File: config.mk
export PLATFORM = sky130hd
export DESIGN_NAME = lfsr_draw_gen
export DESIGN_NICKNAME = d
export VERILOG_FILES = /design/src/rtl/lfsr_draw_gen.sv
export SDC_FILE = /design/constraint.sdc
export NUM_CORES = 1
export LEC_CHECK = 0
export ABC_AREA = 1
export CAP_MARGIN = 20
export CELL_PAD_IN_SITES_DETAIL_PLACEMENT = 1
export CELL_PAD_IN_SITES_GLOBAL_PLACEMENT = 2
export CORE_ASPECT_RATIO = 0.9
export CORE_UTILIZATION = 30
export DETAILED_ROUTE_END_ITERATION = 16
export GPL_TIMING_DRIVEN = 0
export PLACE_DENSITY = 0.92
export SYNTH_ARGS = -nofsm -noshare
export SYNTH_HDL_FRONTEND = slang
export SYNTH_SLANG_ARGS = --single-unit
File: constraint.sdc
create_clock -name clk -period 2 [get_ports clk]
set_input_delay 0.2 -clock clk [delete_from_list [all_inputs] [get_ports clk]]
set_output_delay 0.2 -clock clk [all_outputs]
set_load 0.01 [all_outputs]
File: src/rtl/lfsr_draw_gen.sv
// lfsr_draw_gen: parametrised Galois LFSR with async reset, enable, seed load,
// zero-state lockup protection and a draw request/valid interface.
// Optional macro LFSR_PERIOD_CHECK_EN adds the period_wrap output together with
// a step counter and a start-state register.
module lfsr_draw_gen #(
    parameter int unsigned       WIDTH        = 13,
    parameter logic [WIDTH-1:0]  TAPS         = WIDTH'(13'h001B),
    parameter logic [WIDTH-1:0]  SEED_DEFAULT = '1,
    parameter int unsigned       OUT_BITS     = 8,
    parameter int unsigned       DRAW_STEPS   = 4
) (
    input  logic                clk,
    input  logic                rst,
    input  logic                en,
    input  logic                load,
    input  logic [WIDTH-1:0]    seed,
    input  logic                draw_req,
    output logic                draw_busy,
    output logic                draw_valid,
    output logic [OUT_BITS-1:0] draw_value,
    output logic [WIDTH-1:0]    lfsr_out,
    output logic                lockup
`ifdef LFSR_PERIOD_CHECK_EN
    ,
    output logic                period_wrap
`endif
);

    localparam logic [1:0] IDLE = 2'd0;
    localparam logic [1:0] SPIN = 2'd1;
    localparam logic [1:0] DONE = 2'd2;

    localparam logic [7:0] CNT_INIT = 8'(DRAW_STEPS - 1);

    logic [WIDTH-1:0] s;
    logic [WIDTH-1:0] next_s;
    logic [WIDTH-1:0] load_val;
    logic [1:0]       state;
    logic [7:0]       cnt;
    logic             seed_zero;
    logic             state_zero;
    logic             step;

    // Galois step, seed substitution and the single-step-per-cycle enable
    always_comb begin
        next_s     = {s[WIDTH-2:0], 1'b0} ^ (s[WIDTH-1] ? TAPS : '0);
        seed_zero  = (seed == '0);
        state_zero = (s == '0);
        load_val   = seed_zero ? SEED_DEFAULT : seed;
        step       = !load && !state_zero && (en || (state == SPIN));
    end

    // LFSR register: load beats corruption guard beats stepping
    always_ff @(posedge clk or posedge rst) begin
        if (rst) begin
            s <= SEED_DEFAULT;
        end else if (load) begin
            s <= load_val;
        end else if (state_zero) begin
            s <= SEED_DEFAULT;
        end else if (step) begin
            s <= next_s;
        end
    end

    // One-cycle lockup pulse for each zero substitution
    always_ff @(posedge clk or posedge rst) begin
        if (rst) begin
            lockup <= 1'b0;
        end else begin
            lockup <= load ? seed_zero : state_zero;
        end
    end

    // Draw FSM: a load aborts any draw in flight without touching draw_value
    always_ff @(posedge clk or posedge rst) begin
        if (rst) begin
            state      <= IDLE;
            cnt        <= '0;
            draw_value <= '0;
        end else if (load) begin
            state <= IDLE;
        end else begin
            case (state)
                IDLE: begin
                    if (draw_req) begin
                        state <= SPIN;
                        cnt   <= CNT_INIT;
                    end
                end
                SPIN: begin
                    if (cnt != '0) begin
                        cnt <= cnt - 8'd1;
                    end else begin
                        draw_value <= next_s[OUT_BITS-1:0];
                        state      <= DONE;
                    end
                end
                DONE: begin
                    state <= IDLE;
                end
                default: begin
                    state <= IDLE;
                end
            endcase
        end
    end

    // Status outputs decoded from registered state
    always_comb begin
        draw_busy  = (state != IDLE);
        draw_valid = (state == DONE);
        lfsr_out   = s;
    end

`ifdef LFSR_PERIOD_CHECK_EN
    logic [WIDTH-1:0] start_s;
    logic [WIDTH-1:0] period_cnt;

    // Period monitor: counts steps since the last start-state capture
    always_ff @(posedge clk or posedge rst) begin
        if (rst) begin
            start_s     <= SEED_DEFAULT;
            period_cnt  <= '0;
            period_wrap <= 1'b0;
        end else begin
            period_wrap <= 1'b0;
            if (load) begin
                start_s    <= load_val;
                period_cnt <= '0;
            end else if (step) begin
                if (next_s == start_s) begin
                    period_wrap <= 1'b1;
                    period_cnt  <= '0;
                end else begin
                    period_cnt <= period_cnt + 1'b1;
                end
            end
        end
    end
`endif

endmodule

==> out/summary.txt <==
Run status: completed
Fin area: 2530 um2
Resized cells post-CTS: 0
Data arrival, critical path: 1560 ps
Row cnt: 27
TritonCTS clock tree: built
Setup Viol. Count Final: 0
First-pass DRT Iterations: 4
Post-layout min period: 1760 ps
Setup tns final: 0 ps
Dpl cell area: 2450 um2
Avg Cell Area, Syn: 7.52 um2
Iteration-0 DRC Markers: 72
Startpoint Class: register
Setup crit end kind: output pin
Synth Warn #: 0
TritonCTS Buffers: 5
Top-level I/O count: 42
First-pass GRT wire length: 8.31 mm
Chip height: 77.9 um
Hold WC Path Type: in2async
Post-route ant nets: 0
PnR worst setup slack: 244 ps
Core area: 6150 um2
Clk Latency, worst-skew pair: 280 ps
Post-synth EDFFs: 0
Data required, critical path: 1800 ps
DIE AREA: 6720 um2
Final WL: 4.96 mm
Number of global-route vias before repair: 1726
Mux cell area share after synthesis: 0
Port bufs: 41
Ys async rst share: 1.00
Largest net degree at the start of global routing: 20
Leakage: 1.20 nW
GRT overflow: 0
Post-Synth Adder-Cell Area: 0.0130
Initial antenna violation count: 0
GP Congestion: 0.748
Part of the cycle the worst path needs: 0.878
Crit Path Category: reg2out
Seq cells post-synth: 32
Die W: 86.3 um
Fraction of the yosys area taken by sequential cells: 0.426
Worst-Margin Slew: 754 ps
Simple-gate share of the synthesized area: 0.317
Place WS: 263 ps
Largest family of logic cells by synthesized area: simple AND/OR/NAND/NOR gates
Synth cell types: 25
Synthesized Nets: 275
P per Cell Area: 1100 nW/um2
Hpwl dp: 3.89 mm
Clock edge transition at the registers on the reported setup and hold paths: 70 ps
# hold bufs at CTS: 0
Max-slew violations: 0
Initial cell density of the core: 0.312
Number of vias per cell: 4.40
Post-synthesis xor/xnor area fraction: 0.0183
CTS max path bufs: 2
Diodes inserted: 0
Post-Synthesis Cell Area: 1920 um2
Maximum vdd drop: 0.000432 V
Routed WL per cell: 12.6 um
Critical path fanouts, max: 7
DRC viols: 0
Hold Vio Cnt, Final: 0
Rel. slew slack: 0.497
Area Growth Syn to Fin: 32.1%
Root Driver: clkbuf_8
RSZ-0062 raised after global routing: no
Most frequently used flop master after synthesis: dfrtp_1
H-Tree Depth: 2
Syn Inst Count: 255
Net count, final: 324
Clk_skew: 5.59 ps
Vias: 1726
# Post-CTS Setup Buffers: 0
Synth Area in Compound Gates: 0.0926
Worst R2R Setup Slack: 360 ps
GRT Overall Usage: 0.161
Layout cells sized above 1: 0.174
Max cap viols: 0
Highest clock rate: 570 MHz
CTS Sinks: 32
[cell usage in the layout (no fill, tap or decap), types with 10 or more instances in the layout]
| cell | count |
|---|---|
| buf_4 | 10 |
| nand3_1 | 11 |
| o21ai_0 | 20 |
| inv_1 | 31 |
| nand2_1 | 69 |
| dfstp_2 | 13 |
| dfrtp_1 | 19 |
| nor2_1 | 39 |
| clkdlybuf4s50_1 | 41 |
| nand3b_1 | 10 |
[cell families after synthesis]
family / Yosys count
and+or+nand+nor: 139
DFF: 32
buffers and inverters: 49
AOI/OAI and AO/OA: 29
xor gates and xnor gates: 4
adders and majority gates: 2
[routing by layer]
metal | wire (um) | global-route usage | vias to the layer above
li1 | - | - | 872
met1 | 2540 | 0.221 | 819
met2 | 2210 | 0.249 | 30
met3 | 129 | 0.0287 | 5
met4 | 71 | 0.0650 | 0
met5 | 0 | 0 | -
[critical path: stages (launching register included)]
cell and delay [ps]:
dfstp_2 620, buf_4 130, clkdlybuf4s50_1 520
[through the flow]
stage,total power [mW],hold slack (ps),util,std cells
after floorplan,1.80,307,-,255
after global placement,2.27,466,0.396,383
after detailed placement,2.31,477,0.399,384
after CTS,2.82,395,0.412,392
after global routing,3.00,436,0.412,392
final,2.78,348,0.412,392
[path summary, 6_finish.rpt]
kind / from / to / cells past startpoint
max reg2reg: lfsr_out[12]$_DFFE_PP1P_ / lfsr_out[7]$_DFFE_PP1P_ / 7
max in group asynchronous: rst / lfsr_out[5]$_DFFE_PP1P_ / 3
min in group clk: lfsr_out[0]$_DFFE_PP1P_ / lfsr_out[0]$_DFFE_PP1P_ / 2
min: rst / state[1]$_DFFE_PP0P_ / 2
min reg2reg: lfsr_out[0]$_DFFE_PP1P_ / lfsr_out[0]$_DFFE_PP1P_ / 2
max: lfsr_out[12]$_DFFE_PP1P_ / lfsr_out[12] / 2
[power breakdown]
group / leakage, nW / total [mW] / switching, mW / internal, mW
clock network: 0.0422 / 0.488 / 0.244 / 0.244
registers: 0.384 / 1.05 / 0.174 / 0.876
logic: 0.776 / 1.24 / 0.658 / 0.581
total: 1.20 / 2.78 / 1.08 / 1.70
[state kept, by name, summed over array words and instances (netlist names)]
name,flops
cnt,8
draw_value,8
lfsr_out,13
lockup,1
state,2
[synthesized netlist by cell type (2+ instances only)]
cell      count  area (um2)
nor2_2        3        18.8
nand2_2       2        12.5
xnor2_1       2        17.5
buf_6         3        33.8
xor2_1        2        17.5
dfstp_2      13         342
nand3b_1     10        75.1
inv_2         2        7.51
dfrtp_1      19         475
o21ai_2       8        70.1
nand2_1      69         259
nand3_2       2        20.0
buf_4        10        75.1
nand3_1      11        55.1
nor2_1       39         146
ha_1          2        25.0
inv_1        31         116
o21ai_0      20         100
[area by class of cell]
| type | instances | area (um2) |
|---|---|---|
| fillers | 788 | 3610 |
| multi-input cells | 174 | 846 |
| flip-flops and latches | 32 | 817 |
| repair buffers | 42 | 425 |
| plain buffers | 16 | 131 |
| inverters | 33 | 124 |
| well taps | 87 | 109 |
| clock buffers | 7 | 76.3 |
| clock inverters | 1 | 5.00 |
(Power assumes the default switching activity.)
